## config.mk

```make
export PLATFORM = sky130hd
export DESIGN_NAME = mult_job_sequencer_flat
export DESIGN_NICKNAME = d
export VERILOG_FILES = /design/src/rtl/mult_job_if.sv /design/src/rtl/mult_job_sequencer.sv /design/src/flat_wrapper.sv
export SDC_FILE = /design/constraint.sdc
export NUM_CORES = 1
export LEC_CHECK = 0
export ABC_AREA = 1
export BUFFER_PORTS_ARGS = -buffer_cell sky130_fd_sc_hd__buf_2
export CELL_PAD_IN_SITES_DETAIL_PLACEMENT = 0
export CELL_PAD_IN_SITES_GLOBAL_PLACEMENT = 2
export CORE_ASPECT_RATIO = 1.75
export CORE_MARGIN = 1.5
export CORE_UTILIZATION = 32
export CTS_CLUSTER_DIAMETER = 100
export DETAILED_ROUTE_END_ITERATION = 16
export PLACE_DENSITY = 0.84
export REMOVE_ABC_BUFFERS = 1
export SLEW_MARGIN = 40
export SYNTH_ARGS = -nofsm -noshare
export SYNTH_HDL_FRONTEND = slang
export SYNTH_SLANG_ARGS = --single-unit
```

## constraint.sdc

```tcl
create_clock -name clk -period 2.5 [get_ports clk]
set_input_delay 0.25 -clock clk [delete_from_list [all_inputs] [get_ports clk]]
set_output_delay 0.25 -clock clk [all_outputs]
set_load 0.03 [all_outputs]
```

## src/rtl/mult_job_if.sv

```systemverilog
// ---------------------------------------------------------------------------
// mult_job_if
// Bundles the command and datapath-control signals of the multiply job
// sequencer so the sequencer and its surroundings connect through one port.
//
//   master : command source / datapath side. Drives the job request
//            (start, abort, base_a, base_b, ram_base, count) and mul_valid.
//            Observes busy, done, register-file, multiplier, RAM controls
//            and st_out.
//   slave  : the sequencer itself (opposite directions).
// ---------------------------------------------------------------------------
interface mult_job_if #(
    parameter int ADDR_W = 3,
    parameter int RAM_AW = 3,
    parameter int CNT_W  = 4
);
    // job request from the command source
    logic              start;
    logic              abort;
    logic [ADDR_W-1:0] base_a;
    logic [ADDR_W-1:0] base_b;
    logic [RAM_AW-1:0] ram_base;
    logic [CNT_W-1:0]  count;
    // multiplier handshake back into the sequencer
    logic              mul_valid;
    // status
    logic              busy;
    logic              done;
    // datapath controls
    logic              rf_rd;
    logic [ADDR_W-1:0] rf_adr_a;
    logic [ADDR_W-1:0] rf_adr_b;
    logic              mul_en;
    logic              ram_we;
    logic [RAM_AW-1:0] ram_adr;
    logic [2:0]        st_out;

    modport master (
        output start, abort, base_a, base_b, ram_base, count, mul_valid,
        input  busy, done, rf_rd, rf_adr_a, rf_adr_b, mul_en, ram_we,
               ram_adr, st_out
    );

    modport slave (
        input  start, abort, base_a, base_b, ram_base, count, mul_valid,
        output busy, done, rf_rd, rf_adr_a, rf_adr_b, mul_en, ram_we,
               ram_adr, st_out
    );
endinterface

```

## src/rtl/mult_job_sequencer.sv

```systemverilog
// ---------------------------------------------------------------------------
// mult_job_sequencer
// Runs a block of count operand pairs through the shared register-file ->
// multiplier -> RAM datapath. Pair i is read from (base_a+i, base_b+i), the
// multiplier is strobed, the sequencer waits for the product and then writes
// it to RAM at ram_base+i. Address arithmetic wraps modulo the address width.
//
// Ports:
//   clk    : system clock, rising edge
//   reset  : asynchronous active-high reset
//   bus    : mult_job_if.slave
//              in : start, abort, base_a, base_b, ram_base, count, mul_valid
//              out: busy, done, rf_rd, rf_adr_a, rf_adr_b, mul_en, ram_we,
//                   ram_adr, st_out
//
// Every output comes straight from a flop: the FSM computes the values for
// the state it is entering, so there is no input-to-output combinational path
// and st_out is simply the state register.
// ---------------------------------------------------------------------------
module mult_job_sequencer #(
    parameter int ADDR_W = 3,
    parameter int RAM_AW = 3,
    parameter int CNT_W  = 4
) (
    input  logic       clk,
    input  logic       reset,
    mult_job_if.slave  bus
);

    typedef enum logic [2:0] {
        ST_IDLE  = 3'd0,
        ST_FETCH = 3'd1,
        ST_MULT  = 3'd2,
        ST_WAIT  = 3'd3,
        ST_WRITE = 3'd4,
        ST_DONE  = 3'd5
    } state_t;

    state_t            state_r;

    // job registers, latched once on acceptance
    logic [ADDR_W-1:0] base_a_r;
    logic [ADDR_W-1:0] base_b_r;
    logic [RAM_AW-1:0] ram_base_r;
    logic [CNT_W-1:0]  count_r;
    logic [CNT_W-1:0]  idx_r;

    // registered outputs
    logic              busy_r;
    logic              done_r;
    logic              rf_rd_r;
    logic [ADDR_W-1:0] rf_adr_a_r;
    logic [ADDR_W-1:0] rf_adr_b_r;
    logic              mul_en_r;
    logic              ram_we_r;
    logic [RAM_AW-1:0] ram_adr_r;

    // derived values used by the FSM
    logic [CNT_W-1:0]  idx_next_s;
    logic              last_pair_s;
    logic [ADDR_W-1:0] adr_a_next_s;
    logic [ADDR_W-1:0] adr_b_next_s;
    logic [RAM_AW-1:0] ram_adr_cur_s;

    // Next-index arithmetic; casts truncate so the sums wrap naturally.
    always_comb begin
        idx_next_s    = idx_r + CNT_W'(1);
        last_pair_s   = (idx_next_s == count_r);
        adr_a_next_s  = base_a_r + ADDR_W'(idx_next_s);
        adr_b_next_s  = base_b_r + ADDR_W'(idx_next_s);
        ram_adr_cur_s = ram_base_r + RAM_AW'(idx_r);
    end

    // Job FSM: state, job registers and all registered outputs.
    always_ff @(posedge clk or posedge reset) begin
        if (reset) begin
            state_r    <= ST_IDLE;
            base_a_r   <= {ADDR_W{1'b0}};
            base_b_r   <= {ADDR_W{1'b0}};
            ram_base_r <= {RAM_AW{1'b0}};
            count_r    <= {CNT_W{1'b0}};
            idx_r      <= {CNT_W{1'b0}};
            busy_r     <= 1'b0;
            done_r     <= 1'b0;
            rf_rd_r    <= 1'b0;
            rf_adr_a_r <= {ADDR_W{1'b0}};
            rf_adr_b_r <= {ADDR_W{1'b0}};
            mul_en_r   <= 1'b0;
            ram_we_r   <= 1'b0;
            ram_adr_r  <= {RAM_AW{1'b0}};
        end else begin
            // strobes are single-cycle unless the branch below re-asserts them
            done_r   <= 1'b0;
            rf_rd_r  <= 1'b0;
            mul_en_r <= 1'b0;
            ram_we_r <= 1'b0;

            case (state_r)
                ST_IDLE: begin
                    if (bus.start) begin
                        idx_r  <= {CNT_W{1'b0}};
                        busy_r <= 1'b1;
                        if (bus.count != {CNT_W{1'b0}}) begin
                            base_a_r   <= bus.base_a;
                            base_b_r   <= bus.base_b;
                            ram_base_r <= bus.ram_base;
                            count_r    <= bus.count;
                            // first pair is at idx 0, so the bases are the addresses
                            rf_rd_r    <= 1'b1;
                            rf_adr_a_r <= bus.base_a;
                            rf_adr_b_r <= bus.base_b;
                            state_r    <= ST_FETCH;
                        end else begin
                            // empty job: report completion without touching the datapath
                            done_r  <= 1'b1;
                            state_r <= ST_DONE;
                        end
                    end else begin
                        busy_r  <= 1'b0;
                        state_r <= ST_IDLE;
                    end
                end

                ST_FETCH: begin
                    if (bus.abort) begin
                        idx_r   <= {CNT_W{1'b0}};
                        busy_r  <= 1'b0;
                        state_r <= ST_IDLE;
                    end else begin
                        mul_en_r <= 1'b1;
                        state_r  <= ST_MULT;
                    end
                end

                ST_MULT: begin
                    if (bus.abort) begin
                        idx_r   <= {CNT_W{1'b0}};
                        busy_r  <= 1'b0;
                        state_r <= ST_IDLE;
                    end else begin
                        state_r <= ST_WAIT;
                    end
                end

                ST_WAIT: begin
                    // abort has priority over a product arriving in the same cycle
                    if (bus.abort) begin
                        idx_r   <= {CNT_W{1'b0}};
                        busy_r  <= 1'b0;
                        state_r <= ST_IDLE;
                    end else if (bus.mul_valid) begin
                        ram_we_r  <= 1'b1;
                        ram_adr_r <= ram_adr_cur_s;
                        state_r   <= ST_WRITE;
                    end else begin
                        state_r <= ST_WAIT;
                    end
                end

                ST_WRITE: begin
                    // the write strobe is already on the bus this cycle, so an
                    // abort here still lets it complete
                    if (bus.abort) begin
                        idx_r   <= {CNT_W{1'b0}};
                        busy_r  <= 1'b0;
                        state_r <= ST_IDLE;
                    end else if (last_pair_s) begin
                        idx_r   <= idx_next_s;
                        done_r  <= 1'b1;
                        state_r <= ST_DONE;
                    end else begin
                        idx_r      <= idx_next_s;
                        rf_rd_r    <= 1'b1;
                        rf_adr_a_r <= adr_a_next_s;
                        rf_adr_b_r <= adr_b_next_s;
                        state_r    <= ST_FETCH;
                    end
                end

                ST_DONE: begin
                    busy_r  <= 1'b0;
                    state_r <= ST_IDLE;
                end

                default: begin
                    // unreachable codes recover to IDLE
                    idx_r   <= {CNT_W{1'b0}};
                    busy_r  <= 1'b0;
                    state_r <= ST_IDLE;
                end
            endcase
        end
    end

    assign bus.busy     = busy_r;
    assign bus.done     = done_r;
    assign bus.rf_rd    = rf_rd_r;
    assign bus.rf_adr_a = rf_adr_a_r;
    assign bus.rf_adr_b = rf_adr_b_r;
    assign bus.mul_en   = mul_en_r;
    assign bus.ram_we   = ram_we_r;
    assign bus.ram_adr  = ram_adr_r;
    assign bus.st_out   = state_r;

endmodule

```

## src/flat_wrapper.sv

```systemverilog
// flat-port wrapper written by rule: the top's interface ports become plain ports
module mult_job_sequencer_flat 
#(
    parameter int ADDR_W = 3,
    parameter int RAM_AW = 3,
    parameter int CNT_W  = 4
)
  (clk, reset, bus_start, bus_abort, bus_base_a, bus_base_b, bus_ram_base, bus_count, bus_mul_valid, bus_busy, bus_done, bus_rf_rd, bus_rf_adr_a, bus_rf_adr_b, bus_mul_en, bus_ram_we, bus_ram_adr, bus_st_out);
  mult_job_if #(.ADDR_W(ADDR_W), .RAM_AW(RAM_AW), .CNT_W(CNT_W)) bus_i ();
  input  logic clk;
  input  logic reset;
  input wire logic [$bits(bus_i.start)-1:0] bus_start;
  input wire logic [$bits(bus_i.abort)-1:0] bus_abort;
  input wire logic [$bits(bus_i.base_a)-1:0] bus_base_a;
  input wire logic [$bits(bus_i.base_b)-1:0] bus_base_b;
  input wire logic [$bits(bus_i.ram_base)-1:0] bus_ram_base;
  input wire logic [$bits(bus_i.count)-1:0] bus_count;
  input wire logic [$bits(bus_i.mul_valid)-1:0] bus_mul_valid;
  output wire logic [$bits(bus_i.busy)-1:0] bus_busy;
  output wire logic [$bits(bus_i.done)-1:0] bus_done;
  output wire logic [$bits(bus_i.rf_rd)-1:0] bus_rf_rd;
  output wire logic [$bits(bus_i.rf_adr_a)-1:0] bus_rf_adr_a;
  output wire logic [$bits(bus_i.rf_adr_b)-1:0] bus_rf_adr_b;
  output wire logic [$bits(bus_i.mul_en)-1:0] bus_mul_en;
  output wire logic [$bits(bus_i.ram_we)-1:0] bus_ram_we;
  output wire logic [$bits(bus_i.ram_adr)-1:0] bus_ram_adr;
  output wire logic [$bits(bus_i.st_out)-1:0] bus_st_out;
  assign bus_i.start = bus_start;
  assign bus_i.abort = bus_abort;
  assign bus_i.base_a = bus_base_a;
  assign bus_i.base_b = bus_base_b;
  assign bus_i.ram_base = bus_ram_base;
  assign bus_i.count = bus_count;
  assign bus_i.mul_valid = bus_mul_valid;
  assign bus_busy = bus_i.busy;
  assign bus_done = bus_i.done;
  assign bus_rf_rd = bus_i.rf_rd;
  assign bus_rf_adr_a = bus_i.rf_adr_a;
  assign bus_rf_adr_b = bus_i.rf_adr_b;
  assign bus_mul_en = bus_i.mul_en;
  assign bus_ram_we = bus_i.ram_we;
  assign bus_ram_adr = bus_i.ram_adr;
  assign bus_st_out = bus_i.st_out;
  mult_job_sequencer #(.ADDR_W(ADDR_W), .RAM_AW(RAM_AW), .CNT_W(CNT_W)) u_core (.clk(clk), .reset(reset), .bus(bus_i));
endmodule
```

== After elaboration in Yosys (flattened, before gate mapping) ==
Index checks and enable logic that the tools add are counted.

* Logic and storage cells: 82
* Output and inout bits: 17
* Input port bits: 18
* Flip-flop bits (word level): 34

* Muxes and demuxes: 41
* Bitwise gates (word level): 2
* $add $sub $neg: 4
* Reductions and logical operators: 9
* Eq/ne operators: 12

{| class="wikitable"
|+ Operators by type and width
! operator !! count
|-
| $mux 3 || 14
|-
| $pmux 4 s4 || 1
|-
| $mux 1 || 15
|-
| $pmux 3 s5 || 1
|-
| $mux 4 || 3
|-
| $pmux 3 s2 || 2
|-
| $add 3x3->3 || 3
|-
| $reduce_and 3->1 || 3
|-
| $eq 3x2->1 const B || 2
|-
| $eq 3x3->1 const B || 2
|-
| $ne 2x1->1 const B || 3
|-
| $ne 2x2->1 const B || 3
|-
| $pmux 1 s2 || 3
|-
| $reduce_and 5->1 || 1
|-
| $add 4x1->4 const B || 1
|-
| $eq 4x4->1 || 1
|-
| $mux 2 || 2
|-
| $reduce_bool 4->1 || 1
|-
| $reduce_or 4->1 || 1
|-
| $eq 3x1->1 const B || 1
|-
| $logic_not 3->1 || 1
|-
| $reduce_or 3->1 || 1
|-
| $not 1->1 || 2
|-
| $reduce_bool 2->1 || 1
|}

== Longest topological paths before layout ==
* Depth after elaboration: 5
* Mapped depth: 11
* Mapped depth without buffers: 11

== Least setup slack after synthesis ==
OpenSTA, ideal clock, no wires.

* Kind: flip-flop to flip-flop
* From: reg u_core.idx_r[0]
* To: reg u_core.rf_adr_a_r[2], in the netlist u_core.bus.rf_adr_a[2]
* Setup time: 0.117 ns
* Path buffers: 0
* Clock period less this slack: 1.770 ns
* Data required time: 2.383 ns
* Data arrival time: 1.653 ns
* Cell stages (with the launch flop): 9
* Path slack: 0.730 ns
* Cells stage by stage: dfrtp_1 > ha_1 > fa_1 > xnor2_1 > nand2_1 > nand2_1 > o22ai_1 > nand2_1 > nand2_1

* Cells in the longest elaborated chain, start to end: 5
* Elaborated cells between the ends (all ways): 8
* Classes of those cells: 2 x add/sub; 2 x eq/ne; 3 x mux; 1 x reduce/logical

{| class="wikitable"
|+ RTL lines
! what !! line !! text
|-
| start: declaration || mult_job_sequencer.sv:46 || <nowiki>logic [CNT_W-1:0] idx_r;</nowiki>
|-
| start signal: assignment || mult_job_sequencer.sv:82 || <nowiki>idx_r <= {CNT_W{1'b0}};</nowiki>
|-
| start signal: assignment || mult_job_sequencer.sv:101 || <nowiki>idx_r <= {CNT_W{1'b0}};</nowiki>
|-
| start signal: assignment || mult_job_sequencer.sv:126 || <nowiki>idx_r <= {CNT_W{1'b0}};</nowiki>
|-
| $add 4x1->4 * || mult_job_sequencer.sv:67 || <nowiki>idx_next_s = idx_r + CNT_W'(1);</nowiki>
|-
| $add 3x3->3 || mult_job_sequencer.sv:69 || <nowiki>adr_a_next_s = base_a_r + ADDR_W'(idx_next_s);</nowiki>
|-
| $mux 3 || mult_job_sequencer.sv:167 || <nowiki>end else if (last_pair_s) begin</nowiki>
|-
| $mux 3 || mult_job_sequencer.sv:163 || <nowiki>if (bus.abort) begin</nowiki>
|-
| $pmux 3 s2 || mult_job_sequencer.sv:98 || <nowiki>case (state_r)</nowiki>
|-
| end signal: assignment || mult_job_sequencer.sv:86 || <nowiki>rf_adr_a_r <= {ADDR_W{1'b0}};</nowiki>
|-
| end signal: assignment || mult_job_sequencer.sv:110 || <nowiki>rf_adr_a_r <= bus.base_a;</nowiki>
|-
| end signal: assignment || mult_job_sequencer.sv:174 || <nowiki>rf_adr_a_r <= adr_a_next_s;</nowiki>
|-
| end: declaration || mult_job_sequencer.sv:52 || <nowiki>logic [ADDR_W-1:0] rf_adr_a_r;</nowiki>
|}

Mark *: on every way between the ends. The rest lies on a longest branch, timed or not. The select of a mux whose other input is x is not followed.
A chain may end at the register's enable or synchronous reset.

== Worst setup path after layout ==
* From: reg u_core.idx_r[0]
* To: reg u_core.rf_adr_b_r[2], in the netlist u_core.bus.rf_adr_b[2]

* Cells in the longest elaborated chain, start to end: 5
* Elaborated cells between the ends (all ways): 8
* Classes of those cells: 2 x add/sub; 2 x eq/ne; 3 x mux; 1 x reduce/logical

{| class="wikitable"
|+ RTL lines
! what !! line !! text
|-
| $add 4x1->4 * || mult_job_sequencer.sv:67 ||
|-
| $add 3x3->3 || mult_job_sequencer.sv:70 || <nowiki>adr_b_next_s = base_b_r + ADDR_W'(idx_next_s);</nowiki>
|-
| $mux 3 || mult_job_sequencer.sv:167 ||
|-
| $mux 3 || mult_job_sequencer.sv:163 ||
|-
| $pmux 3 s2 || mult_job_sequencer.sv:98 ||
|-
| end signal: assignment || mult_job_sequencer.sv:87 || <nowiki>rf_adr_b_r <= {ADDR_W{1'b0}};</nowiki>
|-
| end signal: assignment || mult_job_sequencer.sv:111 || <nowiki>rf_adr_b_r <= bus.base_b;</nowiki>
|-
| end signal: assignment || mult_job_sequencer.sv:175 || <nowiki>rf_adr_b_r <= adr_b_next_s;</nowiki>
|-
| end: declaration || mult_job_sequencer.sv:53 || <nowiki>logic [ADDR_W-1:0] rf_adr_b_r;</nowiki>
|}

Marks and branches as above.

==> metrics.txt <==
status=finished, final reports clean; drt via density=4.734; Final Hold Violating Endpoints=0; max_cap viols=0; CP arrival=2100 ps; top cell type's share of synthesized area=approximately half; vias in the first global route=1366; fin crit share=between 70 and 80%; Sw Pwr=about 950 uW; Site Rows=35; CP max stage delay=slightly below 500 ps; CP Cell Sequence=inv_1, ha_1, fa_1, xnor2_1, nand2_1, nand2_1, o22ai_1, nand2_1, nand2_1; minimum clock period=roughly 1900 ps; Post-DP Area=0.001969 mm2; WL per Instance=~13 um; routed wire length=3769 um; number of fill cells=about 560; TritonCTS clock tree=yes; Critical R2R Launch=u_core.idx_r[0]$_DFFE_PP0P_; max-slew violation count=0; Post-DP HPWL=~2900 um; IO Pins=35; H-tree levels=2; TNS Setup=0 ps; combinational power share=between 40 and 50%; cell repeated most along the worst path=nand2_1; die height=approximately 100 um; Hold Path Origin=bus_ram_base[0]; initial antenna violation count=0; post-route setup slack=573.8 ps; sequential-to-total area share from yosys stat=between 40% and 50%; gr ovfl total=0; hold slack=roughly 190 ps; f_max=0.5192 GHz; RSZ-0062 raised after global routing=false; CP startpoint=u_core.idx_r[0]$_DFFE_PP0P_; Startpoint Class=register; ranking of synthesized cells by area=dfrtp_1, nand2_1, inv_1, o21ai_0, nand3_1; DRC viols=0; Core Area=roughly 0.0053 mm2; area leader, netlist=dfrtp_1; Vias=1387; Hold WC Path Type=in2reg; I/O Buffers=34; DR iter-0 viols=40; Synth-to-Final Area Change=17.67%; post-synth design cell area=0.001749 mm2; total track usage=14.43%; EDFF count, synth=0; synthesized flop and latch total=34; ANT nets after route=0; worst slack at placement=between 500 and 600 ps; RePlAce Congestion=about 0.84; cts bufs inserted=5; Commonest cells post-synth=nand2_1, dfrtp_1, inv_1, o21ai_0, nand3_1; Mapped Avg Cell Area=8.834 um2; clk_lat worst skew=280 ps; Worst-path clk slew=approximately 70 ps; Finished Layout Cells=about 290; share of post-route cells with drive strength above 1=about a quarter; nets=about 260; maximum buffer depth of the clock tree=2; Die X=58.89 um; largest net degree at the start of global routing=30; Clock Skew=between 5 and 6 ps; Diodes inserted=0; P_leak=roughly 0.0011 uW; die area=~0.006 mm2; R2R Setup Slk=about 570 ps; final setup fails=0; count leader, synth=nand2_1; Slew HR=just under 60%; Crit. End Element=register; asr flop ratio synth=between 90% and 100%; Crit-path slowest cell=dfrtp_1; Post-Place Cells=about 290; Internal=roughly 1300 uW; Clk pwr share=16.9%; global-route wire length before repair=6354 um; PD cells=roughly 1100 mW/mm2; cell count after synthesis=slightly below 200; number of distinct library cells after synthesis=25; Reg power frac=approximately two fifths; cell area after layout=0.002058 mm2; Initial DRT Pass Iterations=4; clk root buf=clkbuf_8; Sw Ratio=42.01%; worst path required time=about 2700 ps; CP Class=reg2reg; Initial Util=33.29%; Peak VDD IR=around 0.27 mV; top_reg_cell synth=dfrtp_1; CTS sink count=34; Synth warnings=0; worst slew pin tran=between 600 and 700 ps; crit path max fanout=9
power groups by stage:
stage               combinational (uW)  clock (uW)  sequential (uW)
floorplan                          534           0             1090
global placement                   982           0              908
detailed placement                 989           0              911
CTS                                994         394              902
global route                      1110         423              928
finish                             974         381              898
sequential cells by signal, indices dropped and copies added, names as in the netlist:
| register | count |
|---|---|
| u_core.base_a_r | 3 |
| u_core.base_b_r | 3 |
| u_core.bus.busy | 1 |
| u_core.bus.done | 1 |
| u_core.bus.mul_en | 1 |
| u_core.bus.ram_adr | 3 |
| u_core.bus.ram_we | 1 |
| u_core.bus.rf_adr_a | 3 |
| u_core.bus.rf_adr_b | 3 |
| u_core.bus.rf_rd | 1 |
| u_core.bus.st_out | 3 |
| u_core.count_r | 4 |
| u_core.idx_r | 4 |
| u_core.ram_base_r | 3 |
cell usage in the layout (no fill, tap or decap), drive strengths merged:
cell,netlist,layout
a21oi,1,1
o21ai,18,18
nand4,3,3
clkinv,1,3
dlygate4sd3,0,1
dfrtp,34,34
inv,26,26
clkbuf,1,5
nand2,61,61
buf,3,36
nor3,1,1
or3,1,1
fa,3,3
ha,4,4
mux2,4,4
o22ai,4,4
nand3,16,16
nor2,12,12
xnor2,5,5
area by class of cell:
type                       count  area [um2]  area share [%]
clock inverter                 2       10.01          0.4863
sequential                    34       850.8           41.34
clock buffer                   5       68.82           3.343
inverter                      27       101.3           4.924
timing repair buffer          37       195.2           9.483
multi-input combinational    133       763.2           37.08
tap                           55       68.82           3.343
timing repair:
| item | 4_1_cts | 5_1_grt |
|---|---|---|
| hold buffers | 1 | 0 |
| hold endpoints to repair | 6 | 0 |
| setup buffers | 0 | 0 |
| gates resized for setup | 0 | 0 |
layer usage:
layer | GRT usage (%) | vias to the layer above | share of wire, %
met5 | 0 | - | 0
met4 | 6.818 | 0 | 2.4
met3 | 2.824 | 7 | 3.7
met2 | 25.04 | 33 | 53
met1 | 16.46 | 642 | 41
li1 | - | 705 | -
critical path, delay by kind of cell, from the launching register on:
| family | cells | cell delay [ps] |
|---|---|---|
| XOR/XNOR | 1 | 210 |
| AO/OA/AOI/OAI | 1 | 70 |
| buffers and inverters | 1 | 140 |
| adder cells (fa/ha/maj) | 2 | 670 |
| AND/OR/NAND/NOR | 4 | 250 |
| flip-flops | 1 | 490 |
kinds of logic (layout without fill, tap and decap cells):
| kind of cell | Yosys count | after routing | synth area share [%] |
|---|---|---|---|
| multiplexers | 4 | 4 | 3.434 |
| adder cells (fa/ha/maj) | 7 | 7 | 6.295 |
| XOR/XNOR | 5 | 5 | 2.503 |
| flip-flops | 34 | 34 | 48.64 |
| AO/OA/AOI/OAI | 23 | 23 | 6.866 |
| buffers and inverters | 31 | 71 | 7.725 |
| AND/OR/NAND/NOR | 94 | 94 | 24.54 |
worst paths after layout:
check | end | depth (start not counted)
worst max-delay path | u_core.bus.rf_adr_b[2]$_DFFE_PP0P_ | 9
worst min-delay path | u_core.ram_base_r[0]$_DFFE_PP0P_ | 2
min in group asynchronous | u_core.base_b_r[0]$_DFFE_PP0P_ | 3
max in group asynchronous | u_core.count_r[0]$_DFFE_PP0P_ | 4
worst min register to register | u_core.bus.ram_adr[0]$_DFFE_PP0P_ | 2
worst max register to register | u_core.bus.rf_adr_b[2]$_DFFE_PP0P_ | 9
per-stage QoR:
| step | utilization [%] | total power, uW |
|---|---|---|
| global placement | 37.48 | 1890 |
| floorplan | - | 1624 |
| finish | 39.17 | 2254 |
| global route | 39.17 | 2457 |
| CTS | 39.17 | 2290 |
| detailed placement | 37.48 | 1900 |
(Power assumes the default switching activity.)
